`src/rtl/mem_arb_pkg.sv`:
```
// Shared types and defaults for the instruction-fetch / load-store memory arbiter.
package mem_arb_pkg;

    localparam int unsigned STARVE_LIMIT_DEFAULT = 3;
    localparam logic [3:0]  FETCH_BYTE_EN        = 4'b1111;

    typedef enum logic {
        IDLE      = 1'b0,
        WAIT_RESP = 1'b1
    } arb_state_e;

    typedef enum logic {
        OWN_IF = 1'b0,
        OWN_LS = 1'b1
    } arb_owner_e;

endpackage

```
`src/rtl/mem_arbiter.sv`:
```
// Arbitrates one shared memory port between instruction fetch and load/store,
// with a single outstanding access and a starvation guard for fetch.
module mem_arbiter
    import mem_arb_pkg::*;
#(
    parameter int unsigned STARVE_LIMIT = STARVE_LIMIT_DEFAULT
) (
    input  logic        clk_i,
    input  logic        rst_i,
    input  logic        if_req_i,
    input  logic [31:0] if_addr_i,
    output logic        if_gnt_o,
    output logic        if_rvalid_o,
    output logic [31:0] if_rdata_o,
    input  logic        ls_req_i,
    input  logic        ls_wr_en_i,
    input  logic [31:0] ls_addr_i,
    input  logic [31:0] ls_wdata_i,
    input  logic [3:0]  ls_byte_en_i,
    output logic        ls_gnt_o,
    output logic        ls_rvalid_o,
    output logic [31:0] ls_rdata_o,
    output logic        mem_req_o,
    output logic        mem_wr_en_o,
    output logic [31:0] mem_addr_o,
    output logic [31:0] mem_wdata_o,
    output logic [3:0]  mem_byte_en_o,
    input  logic        mem_gnt_i,
    input  logic        mem_rvalid_i,
    input  logic [31:0] mem_rdata_i,
    output logic        stall_o
);

    localparam int unsigned   SW      = (STARVE_LIMIT < 1) ? 1 : $clog2(STARVE_LIMIT + 1);
    localparam logic [SW-1:0] LIMIT_W = SW'(STARVE_LIMIT);

    arb_state_e    r_state;
    arb_owner_e    r_owner;
    logic          r_lock;
    arb_owner_e    r_lockOwner;
    logic [SW-1:0] r_streak;

    arb_state_e    w_stateNext;
    arb_owner_e    w_ownerNext;
    logic          w_lockNext;
    arb_owner_e    w_lockOwnerNext;
    logic [SW-1:0] w_streakNext;

    arb_owner_e    w_sel;
    logic          w_issueOk;
    logic          w_memReq;
    logic          w_grant;
    logic          w_respValid;
    logic          w_respWindow;

    always_ff @(posedge clk_i) begin
        if (rst_i) begin
            r_state     <= IDLE;
            r_owner     <= OWN_IF;
            r_lock      <= 1'b0;
            r_lockOwner <= OWN_IF;
            r_streak    <= '0;
        end else begin
            r_state     <= w_stateNext;
            r_owner     <= w_ownerNext;
            r_lock      <= w_lockNext;
            r_lockOwner <= w_lockOwnerNext;
            r_streak    <= w_streakNext;
        end
    end

    always_comb begin
        w_grant         = w_memReq && mem_gnt_i;
        w_stateNext     = r_state;
        w_ownerNext     = r_owner;
        if (w_grant) begin
            w_stateNext = WAIT_RESP;
            w_ownerNext = w_sel;
        end else if ((r_state == WAIT_RESP) && mem_rvalid_i) begin
            w_stateNext = IDLE;
        end
        // A request left hanging by the memory keeps its owner until accepted.
        w_lockNext      = w_memReq && !mem_gnt_i;
        w_lockOwnerNext = w_sel;
        if ((w_grant && (w_sel == OWN_IF)) || !if_req_i) begin
            w_streakNext = '0;
        end else if (w_grant && (w_sel == OWN_LS) && (r_streak != LIMIT_W)) begin
            w_streakNext = r_streak + SW'(1);
        end else begin
            w_streakNext = r_streak;
        end
    end

    always_comb begin
        w_issueOk = (r_state == IDLE) || mem_rvalid_i;
        if (r_lock) begin
            w_sel = r_lockOwner;
        end else if (if_req_i && ls_req_i) begin
            w_sel = (r_streak == LIMIT_W) ? OWN_IF : OWN_LS;
        end else if (ls_req_i) begin
            w_sel = OWN_LS;
        end else begin
            w_sel = OWN_IF;
        end
        w_memReq     = !rst_i && w_issueOk && (r_lock || if_req_i || ls_req_i);
        w_respWindow = !rst_i && (r_state == WAIT_RESP);
        w_respValid  = w_respWindow && mem_rvalid_i;

        mem_req_o     = w_memReq;
        mem_wr_en_o   = 1'b0;
        mem_addr_o    = '0;
        mem_wdata_o   = '0;
        mem_byte_en_o = '0;
        if (w_memReq) begin
            if (w_sel == OWN_IF) begin
                mem_addr_o    = if_addr_i;
                mem_byte_en_o = FETCH_BYTE_EN;
            end else begin
                mem_wr_en_o   = ls_wr_en_i;
                mem_addr_o    = ls_addr_i;
                mem_wdata_o   = ls_wdata_i;
                mem_byte_en_o = ls_byte_en_i;
            end
        end

        if_gnt_o    = w_memReq && mem_gnt_i && (w_sel == OWN_IF);
        ls_gnt_o    = w_memReq && mem_gnt_i && (w_sel == OWN_LS);
        if_rvalid_o = w_respValid && (r_owner == OWN_IF);
        ls_rvalid_o = w_respValid && (r_owner == OWN_LS);
        if_rdata_o  = (w_respWindow && (r_owner == OWN_IF)) ? mem_rdata_i : '0;
        ls_rdata_o  = (w_respWindow && (r_owner == OWN_LS)) ? mem_rdata_i : '0;

        stall_o = !rst_i && ((if_req_i && !if_gnt_o) || (ls_req_i && !ls_gnt_o) ||
                             ((r_state == WAIT_RESP) && !mem_rvalid_i));
    end

endmodule

```
`config.mk`:
```
export PLATFORM = sky130hd
export DESIGN_NAME = mem_arbiter
export DESIGN_NICKNAME = d
export VERILOG_FILES = /design/src/rtl/mem_arb_pkg.sv /design/src/rtl/mem_arbiter.sv
export SDC_FILE = /design/constraint.sdc
export NUM_CORES = 1
export LEC_CHECK = 0
export ABC_AREA = 1
export BUFFER_PORTS_ARGS = -buffer_cell sky130_fd_sc_hd__buf_4
export CAP_MARGIN = 20
export CORE_AREA = 2 2 107 109
export CTS_CLUSTER_DIAMETER = 40
export DETAILED_ROUTE_END_ITERATION = 12
export DIE_AREA = 0 0 109 111
export GPL_TIMING_DRIVEN = 0
export RECOVER_POWER = 50
export SLEW_MARGIN = 20
export SYNTH_ARGS = -nofsm -noshare
export SYNTH_HDL_FRONTEND = slang
export SYNTH_SLANG_ARGS = --single-unit
```
`constraint.sdc`:
```
create_clock -name clk_i -period 2.01 [get_ports clk_i]
set_clock_uncertainty 0.2 [all_clocks]
set_input_delay 0.201 -clock clk_i [delete_from_list [all_inputs] [get_ports clk_i]]
set_output_delay 0.201 -clock clk_i [all_outputs]
set_load 0.01 [all_outputs]
```
# Word level (Yosys, flattened, before mapping)
# Cells that the tools add are included.
word_totals:
  ff_bits: 6
  input_bits: 139
  wordCells: 60
classes:
  n_mux: 16
  reduce_logical: 33
  n_bitwise: 3
  n_eq_ne: 2
  add_sub_neg: 1
op_table:
  columns: ["cell", "n"]
  rows:
  - ["$mux 32", 6]
  - ["$logic_and 1x1->1", 19]
  - ["$mux 1", 8]
  - ["$mux 4", 2]
  - ["$logic_not 1->1", 6]
  - ["$logic_or 1x1->1", 6]
  - ["$not 1->1", 3]
  - ["$add 2x1->2 const B", 1]
  - ["$eq 2x2->1 const B", 1]
  - ["$ne 2x2->1 const B", 1]
  - ["$reduce_bool 2->1", 1]
  - ["$reduce_or 2->1", 1]

# Logic depth before layout (Yosys ltp)
# Gate-level depths: netlist (run 1).
depth:
  ltp_word: 11
  depth_mapped: 10
  ltp_nobuf: 9

# Least setup slack after synthesis (run 1)
# No wires, ideal clock.
synth_timing:
  path_kind: "reg2out"
  start: "register r_streak[0]"
  end: "output mem_wdata_o[10]"
  path_stages_with_launch: 9
  t_arrival_ns: 1.264
  n_path_buf: 2
  path_slack_ns: 0.345
  cell_sequence: "dfxtp_1 -> ha_1 -> nand2_1 -> nand3_1 -> nand2_2 -> buf_6 -> buf_2 -> nand2_1 -> nor2_1"
synth_via:
  elab_chain_len: 6
synth_rtl:
  columns: ["item", "line_no", "text"]
  rows:
  - ["from (decl)", "mem_arbiter.sv:41", "logic [SW-1:0] r_streak;"]
  - ["from (signal assigned)", "mem_arbiter.sv:68", "r_streak <= w_streakNext;"]
  - ["$eq 2x2->1", "mem_arbiter.sv:99", "w_sel = (r_streak == LIMIT_W) ? OWN_IF : OWN_LS;"]
  - ["$mux 1", "mem_arbiter.sv:99", null]
  - ["$mux 1", "mem_arbiter.sv:98", "end else if (if_req_i && ls_req_i) begin"]
  - ["$mux 1", "mem_arbiter.sv:96", "if (r_lock) begin"]
  - ["$mux 32", "mem_arbiter.sv:115", "if (w_sel == OWN_IF) begin"]
  - ["$mux 32", "mem_arbiter.sv:114", "if (w_memReq) begin"]
  - ["to (decl)", "mem_arbiter.sv:26", "output logic [31:0] mem_wdata_o,"]
# Every way passes these cells.

# Final worst setup path (run 1)
layout_timing:
  start: "register r_streak[0]"
  end: "output mem_addr_o[6]"
layout_via:
  elab_chain_len: 6
layout_rtl:
  columns: ["item", "line_no", "text"]
  rows:
  - ["$eq 2x2->1", "mem_arbiter.sv:99", null]
  - ["$mux 1", "mem_arbiter.sv:99", null]
  - ["$mux 1", "mem_arbiter.sv:98", null]
  - ["$mux 1", "mem_arbiter.sv:96", null]
  - ["$mux 32", "mem_arbiter.sv:115", null]
  - ["$mux 32", "mem_arbiter.sv:114", null]
  - ["to (decl)", "mem_arbiter.sv:25", "output logic [31:0] mem_addr_o,"]
# Every way passes these cells.

==> run metrics, run 1 <==
drt via density=4.044; period utilisation layout=1.003; number of synthesized register bits=6; violated checks=setup timing; Lkg Pwr=2.540 nW; syn_area_per_cell=4.880 um^2; RePlAce Congestion=0.7980; non-filler cells, final=779; CTS Root Cell=clkbuf_16; Horiz. Die Dim=109 um; die area=0.01210 mm^2; Slew Limit Fails=0; drt pass-1 iters=6; Remaining DRCs=0; # port buffers=277; post-route setup slack=-6.177 ps; Synth Instances=341; CORE AREA=0.01108 mm^2; grt total ovfl=0; final core utilization=0.4139; Die Ht=111 um; Max VDD drop=0.0001937 V; Starting Density=0.1502; Max Buffers Root-to-Sink=2; ant diodes=0; # nets final=778; syn nets=481; sequential area share after synthesis=0.07218; CP Class=flop to output pin; vias in the first global route=2811; CTS Buf Count=3; Post-Route WL=9.670 mm; Hold Path Class=primary input to flop; slew margin rel.=0.8254; Worst-path clk slew=30 ps; WP data arrival=1620 ps; Cell Pwr Density=302.4 mW/mm^2; CTS tree=built; distinct cell type count after synthesis=22; Initial DRC Count=122; Req. time, crit path=1610 ps; synth warn=0; post-placement cell count=761; Setup violations, final=3; Fin Hold WS=166.2 ps; RSZ-0062 raised after global routing=true; P&R area growth vs syn=175.5%; Setup TNS Final=-14.22 ps; first-pass GRT wire length=13.11 mm; Detail Placement HPWL=7.600 mm; final hold vios=0; clk sinks=6; status=finished, violations left; vias=3150; max-cap violations=0; initial antenna violation count=0; minimum clock period=2016 ps; Power, Total=0.001386 W; Rows=39; Slew @ Worst Pin=261.2 ps; critical path endpoint category=output pin; Clk Latency, worst-skew pair=220 ps; CTS H-Tree Depth=1; Crit Path Max Fanout=10; largest net degree at the start of global routing=11; cell area after synthesis=0.001664 mm^2; post-route ant nets=0; I/O Pins=278; layout cell share with drive strength beyond 1=0.6447; fmax=496.0 MHz; WL/cell=12.41 um; crit start category=flop; Overall Global Routing Usage=0.1343
## metal layers
layer / routed length [um] / up-vias / global-route usage / share of wire
met5: 0 / - / 0 / 0
met4: 53 / 0 / 0.01709 / 0.0055
met3: 811 / 4 / 0.01529 / 0.084
met2: 5433 / 160 / 0.2762 / 0.56
met1: 3372 / 1379 / 0.1438 / 0.35
li1: - / 1607 / - / -
## sequential cells by signal, indices dropped and copies added, names as in the netlist
register	flops
r_streak	2
r_owner	1
r_state	1
r_lockOwner	1
r_lock	1
## cell usage after synthesis, drive strengths merged
library cell | instances | area share
a21oi | 4 | 0.012
nor2 | 178 | 0.47
inv | 42 | 0.095
ha | 1 | 0.0075
nand2 | 45 | 0.11
nand4 | 1 | 0.0038
buf | 21 | 0.095
clkbuf | 3 | 0.0068
a211oi | 1 | 0.0045
o21ai | 33 | 0.099
dfxtp | 6 | 0.072
nand3 | 6 | 0.021
## layout make-up
class	instances	area (um^2)
plain buffers	24	261.5
inverters	42	162.7
fillers	1152	6492
multi-input cells	269	1469
repair buffers	292	2313
flip-flops and latches	6	123.9
well taps	143	178.9
clock buffers	3	75.07
## critical path, stage by stage (launching register included)
cell and delay (ps):
dfxtp_2 330, ha_4 170, nand2_4 60, nand3_4 80
nand2_8 130, inv_6 50, buf_12 140, buf_12 140
nor2_1 90, nor2_1 50, buf_4 140
## layout by cell type, fill, tap and decap left out
master	instances
buf_6	12
nand3_1	4
nand4_1	1
inv_6	1
clkbuf_4	4
o21ai_1	12
nand2_4	9
nor2_8	1
ha_4	1
nand2_8	1
dfxtp_2	3
a211oi_1	1
buf_8	3
dfxtp_1	3
nor2_4	15
o21ai_2	2
nand2_2	25
buf_16	1
clkbuf_16	6
nand3_2	1
inv_1	38
nand2_1	10
nor2_1	131
dlygate4sd3_1	3
nand3_4	1
nor2_2	31
a21oi_1	4
buf_4	276
inv_2	3
buf_12	6
buf_2	8
o21ai_0	19
## stage by stage
stage,area [um^2],setup slack [ps]
floorplan,1664,345.2
global placement,3923,2.229
detailed placement,3923,-36.26
CTS,4249,-50.86
global route,4584,-92.45
finish,4584,-6.177
## final timing paths
path | from | end | slack, ps | cells after the start
worst max-delay path | r_streak[0] | mem_addr_o[6] | -6 | 10
worst max register to register | r_streak[0] | r_streak[0] | 320 | 10
worst min register to register | r_streak[1] | r_streak[1] | 270 | 2
worst min-delay path | mem_rvalid_i | r_state | 170 | 4
## cell families after synthesis
| family | Yosys count | synth area share |
|---|---|---|
| AO/OA/AOI/OAI | 38 | 0.1158 |
| adder cells (fa/ha/maj) | 1 | 0.007518 |
| buffers and inverters | 66 | 0.1962 |
| flip-flops | 6 | 0.07218 |
| AND/OR/NAND/NOR | 230 | 0.6083 |
## repair_timing
item,in CTS,in global routing
hold endpoints to repair,3,0
cloned,1,3
hold buffers,3,0
buffers inserted,4,4
pin swaps,5,32
endpoints found under the setup margin,70,70
gates resized for setup,52,86
## report_power, final
part	switching [W]	total (W)	internal, W
Clock	0.0000609	0.000316	0.000255
Combinational	0.000432	0.000942	0.000510
Sequential	0.00000348	0.000129	0.000126
Power figures use the tool's default switching activity.
==> inputs of run 2 (changes only) <==
ABC_AREA = unset   (was 1)
CORE_AREA = 2 2 108 110   (was 2 2 107 109)
DIE_AREA = 0 0 110 112   (was 0 0 109 111)
==> run 2 against run 1 <==
  * Non-clock buffer count is 7 higher
  * Design area is 2.1% lower
  * Largest power group unchanged
  * Area after synthesis is 4.1% lower
  * Power is 4.8% lower
  * The run still ends with setup timing left
  * Routed wire length is 1.4% lower
  * Worst setup slack worse by 97 ps
  * Cell count is 8.6% lower
  * Flip-flop and latch count stayed put
  * Global-route usage is 0.53 points higher
  * Largest cell class unchanged
  * Via count is 6.4% lower
==> run metrics, run 2 <==
drt pass-1 iters=4; ant diodes=0; cell family with most CP delay=buffers and inverters; slowest CP cell=dfxtp_4; distinct cell type count after synthesis=29; Synth top cells by count=and2_1 (66), nand2_1 (65), and3_1 (34); layout cell share with drive strength beyond 1=0.6661; violated checks=setup timing; RePlAce Congestion=0.7823; crit-path max cell delay=360 ps; first-pass GRT wire length=13.53 mm; minimum clock period=2114 ps; period utilisation layout=1.051; internal reg-to-reg setup slack=120 ps; Initial DRC Count=72; drt via density=4.142; status=finished, violations left; post-placement setup slack=-280.1 ps; I/O Pins=278; number of cells on the critical path=8; Slew @ Worst Pin=522.1 ps; EDFF count, synth=0; crit path from=r_streak[0]; Cell Pwr Density=294.2 mW/mm^2; Die Ht=112 um; Lkg Pwr=2.417 nW; Post-Route WL=9.535 mm; r2r endpoint=r_streak[0]; final hold vios=0; cell area after synthesis=0.001595 mm^2; WL/cell=13.39 um; final core utilization=0.4015; post-route setup slack=-103.5 ps; critical path endpoint category=output pin; Clk Latency, worst-skew pair=230 ps; syn_area_per_cell=5.930 um^2; share of async-settable or async-resettable flops after synthesis=0; grt total ovfl=0; ys flop type=dfxtp_1; commonest cells after routing, fill and taps aside=buf_4 (268), nand2_1 (55), and2_1 (55); vias in the first global route=2788; fmax=473.1 MHz; CP Cell Sequence=ha_4 > nand2_4 > a22oi_2 > buf_6 > buf_12 > nand2_2 > a21oi_2 > buf_4; Max VDD drop=0.0002060 V; cell with the most instances after synthesis=and2_1; max-cap violations=0; CTS Root Cell=clkbuf_16; max reg flops=2; commonest non-fill, non-tap cell in the layout=buf_4; Slew Limit Fails=0; Overall Global Routing Usage=0.1395; crit start category=flop; Setup violations, final=63; Synth top area share=0.2588; sequential area share after synthesis=0.07529; Detail Placement HPWL=7.702 mm; largest net degree at the start of global routing=11; Rows=39; largest reg by FF count=r_streak; post-route ant nets=0; top cells by area, synth=and2_1 (26%), nand2_1 (15%), and3_1 (13%); WP buf/inv=3; Req. time, crit path=1610 ps; clk sinks=6; CP Capture Point=mem_addr_o[22]; CP Class=flop to output pin; reg2reg start=r_lock; CORE AREA=0.01117 mm^2; CTS Buf Count=3; synth warn=0; slew margin rel.=0.6475; # port buffers=276; # nets final=711; Yosys top cell by area=and2_1; CTS tree=built; number of synthesized register bits=6; worst r2r path cells=7; initial antenna violation count=0; WP data arrival=1710 ps; RSZ-0062 raised after global routing=true; Crit Path Max Fanout=8; vias=2949; Synth Instances=269; Starting Density=0.1428; die area=0.01232 mm^2; Worst-path clk slew=30 ps; CTS H-Tree Depth=1; syn nets=409; Hold Path Class=primary input to flop; P&R area growth vs syn=181.3%; Remaining DRCs=0; Max Buffers Root-to-Sink=2; Horiz. Die Dim=110 um
[run 2: cell count changes after synthesis, moves of 23 or more]
cell and delta:
and2_1 +66, and3_1 +34, inv_1 -37, nand2_1 +23
nor2_1 -141, o21ai_0 -32
[run 2: through the flow]
stage / TNS (ps) / power (W) / cells / area [um^2] / hold slack [ps]
2_1_floorplan: 0 / 0.0004110 / 269 / 1595 / 73.38
3_3_place_gp: -10820 / 0.0008203 / 688 / 3846 / 181.4
3_5_place_dp: -13210 / 0.0008331 / 688 / 3846 / 179.0
4_1_cts: -2087 / 0.001278 / 708 / 4325 / 18.86
5_1_grt: -9545 / 0.001404 / 712 / 4487 / 43.02
6_report: -1999 / 0.001320 / 712 / 4487 / 22.88
[run 2: final cells by class]
cell class | instances | area [um^2]
multi-input combinational | 234 | 1549
fill | 1175 | 6688
inverter | 3 | 18.77
buffer | 25 | 275.3
tap | 143 | 178.9
sequential | 6 | 130.1
clock buffer | 3 | 75.07
timing repair buffer | 298 | 2260
[run 2: worst min path at each step]
stage          startpoint  endpoint  slack, ps  cells after the start
2_1_floorplan   mem_gnt_i    r_lock         70                      1
3_3_place_gp    mem_gnt_i    r_lock        180                      2
3_5_place_dp    mem_gnt_i    r_lock        180                      2
4_1_cts             rst_i   r_state         20                      2
5_1_grt             rst_i   r_state         40                      2
6_report            rst_i   r_state         20                      2
[run 2: routing by layer]
layer | vias up | wire [um] | GRT usage
met5 | - | 0 | 0
met4 | 0 | 91 | 0.03376
met3 | 7 | 975 | 0.03396
met2 | 151 | 5064 | 0.2683
met1 | 1300 | 3404 | 0.1480
li1 | 1491 | - | -
[run 2: where the power goes]
part           internal [W]  switching (W)  total [W]
Clock              0.000256      0.0000714   0.000327
Combinational      0.000501       0.000364   0.000865
Sequential         0.000124     0.00000448   0.000128
[run 2: kinds of logic after synthesis]
logic type,synth area share
AOI/OAI and AO/OA,0.1882
adders and majority gates,0.007842
buffers and inverters,0.09176
and+or+nand+nor,0.6369
DFF,0.07530
[run 2: timing repair]
action / CTS / global route
setup buffers: 14 / 3
resized for setup: 74 / 58
cloned: 2 / 2
endpoints found under the setup margin: 107 / 109
hold buffers: 1 / 0
pin swaps: 6 / 13
hold endpoints to repair: 1 / 0
==> inputs of run 3 (changes only) <==
GPL_TIMING_DRIVEN = 1   (was 0)
SKIP_LAST_GASP = 1   (was unset)
TNS_END_PERCENT = 5   (was unset)
==> run 3 against run 2 <==
  * Sequential share of layout area is essentially flat
  * Global-route usage shrank 1.5 points
  * Power shrank 6.5%
  * Critical path depth is the same
  * Register-to-register slack is essentially flat
  * Critical path type unchanged
  * The flow still finishes with violations (setup timing)
  * Worst hold slack lost 0.92 ps
  * Utilization shrank 2.6 points
  * First-iteration DRC count shrank 2.8%
  * Worst setup slack gained 58 ps
  * Critical endpoint is now mem_addr_o[28]
==> run metrics, run 3 (same netlist as run 2, synthesis figures left out) <==
die area=0.01232 mm^2; WP data arrival=1650 ps; P_int=0.0008201 W; RePlAce Congestion=0.7458; Setup violations, final=18; post-route ant nets=0; Req. time, crit path=1610 ps; # fillers=1164; CTS Root Cell=clkbuf_16; Slew Limit Fails=0; Remaining DRCs=0; vias in the first global route=2589; commonest cells after routing, fill and taps aside=buf_4 (283), and2_1 (66), nand2_1 (62); ant diodes=0; Clk Latency, worst-skew pair=230 ps; DP Area=0.003876 mm^2; final hold vios=0; share of total power in combinational logic=0.630; largest reg by FF count=r_streak; Rows=39; Slew @ Worst Pin=620.5 ps; Crit Path Max Fanout=10; Post-Route WL=9.314 mm; switch share=0.3353; clk sinks=6; Clk pwr share=0.265; first-pass GRT wire length=12.18 mm; critical path endpoint category=output pin; # port buffers=277; minimum clock period=2055 ps; CORE AREA=0.01117 mm^2; fmax=486.5 MHz; violated checks=setup timing; period utilisation layout=1.023; Initial DRC Count=70; drt via density=4.213; CP Class=flop to output pin; I/O Pins=278; vias=2890; # nets final=685; layout cell share with drive strength beyond 1=0.6243; Starting Density=0.1428; largest net degree at the start of global routing=42; CTS H-Tree Depth=1; P&R area growth vs syn=163.1%; crit start category=flop; Lkg Pwr=2.346 nW; RSZ-0062 raised after global routing=true; post-route cell area=0.004198 mm^2; Max Buffers Root-to-Sink=2; Max VDD drop=0.0002025 V; Sequential Power Share=0.105; max-cap violations=0; drt pass-1 iters=4; CTS tree=built; slew margin rel.=0.5811; post-route setup slack=-45.36 ps; WL/cell=13.58 um; Sw Pwr=0.0004136 W; Horiz. Die Dim=110 um; Overall Global Routing Usage=0.1249; commonest non-fill, non-tap cell in the layout=buf_4; Detail Placement HPWL=7.071 mm; initial antenna violation count=0; Cell Pwr Density=293.9 mW/mm^2; post-placement setup slack=-13.87 ps; CTS Buf Count=3; Die Ht=112 um; grt total ovfl=0; Hold Path Class=primary input to flop; status=finished, violations left; max reg flops=2; Worst-path clk slew=30 ps
## run 3: layout make-up
cell class / instances / area, um^2 / share of cell area
clock buffer: 3 / 75.07 / 0.01788
inverter: 3 / 16.27 / 0.003875
multi-input combinational: 234 / 1423 / 0.3389
sequential: 6 / 122.6 / 0.02921
tap: 143 / 178.9 / 0.04262
timing repair buffer: 297 / 2382 / 0.5675
## run 3: worst max-delay path, cell delays in order, from the launching register on
cell and delay [ps]:
dfxtp_2 350, ha_4 150, nand2_4 50, a22oi_2 180, buf_6 180, buf_6 170, nand2_1 60, a21oi_1 140
buf_4 140
## run 3: power by group through the flow
stage / clock (W) / sequential, W / combinational [W]
finish: 0.000327 / 0.000130 / 0.000777
global route: 0.000338 / 0.000130 / 0.000837
CTS: 0.000334 / 0.000129 / 0.000739
detailed placement: 0 / 0.000130 / 0.000707
global placement: 0 / 0.000130 / 0.000693
floorplan: 0 / 0.000130 / 0.000281
## run 3: timing repair
action | 4_1_cts | 5_1_grt
hold buffers | 1 | 0
gates cloned | 1 | 4
pin swaps | 3 | 5
setup endpoints to repair | 73 | 72
setup buffers | 2 | 2
gates resized for setup | 16 | 10
endpoints found under the hold margin | 1 | 0
## run 3: final timing paths
kind | from | end | slack [ps] | cells after the start
hold / removal | rst_i | r_lockOwner | 20 | 2
setup reg to reg | r_lock | r_streak[0] | 130 | 7
hold reg to reg | r_streak[1] | r_streak[1] | 290 | 2
setup / recovery | r_streak[0] | mem_addr_o[28] | -50 | 8
## run 3: through the flow
stage	total power [W]	setup TNS [ps]	hold slack, ps	utilization	std cells
final	0.001234	-211.6	21.96	0.3757	686
after CTS	0.001202	-3.677	18.22	0.3637	681
after global placement	0.0008234	0	184.8	0.3469	674
after global routing	0.001305	-3492	32.11	0.3757	686
after detailed placement	0.0008379	-60.79	186.7	0.3469	674
after floorplan	0.0004110	0	73.38	-	269
## run 3: per-layer routing
layer	up-vias	global-route usage	part of all wire
li1	1431	-	-
met1	1288	0.1281	0.36
met2	161	0.2470	0.52
met3	10	0.02576	0.11
met4	0	0.03291	0.010
met5	-	0	0
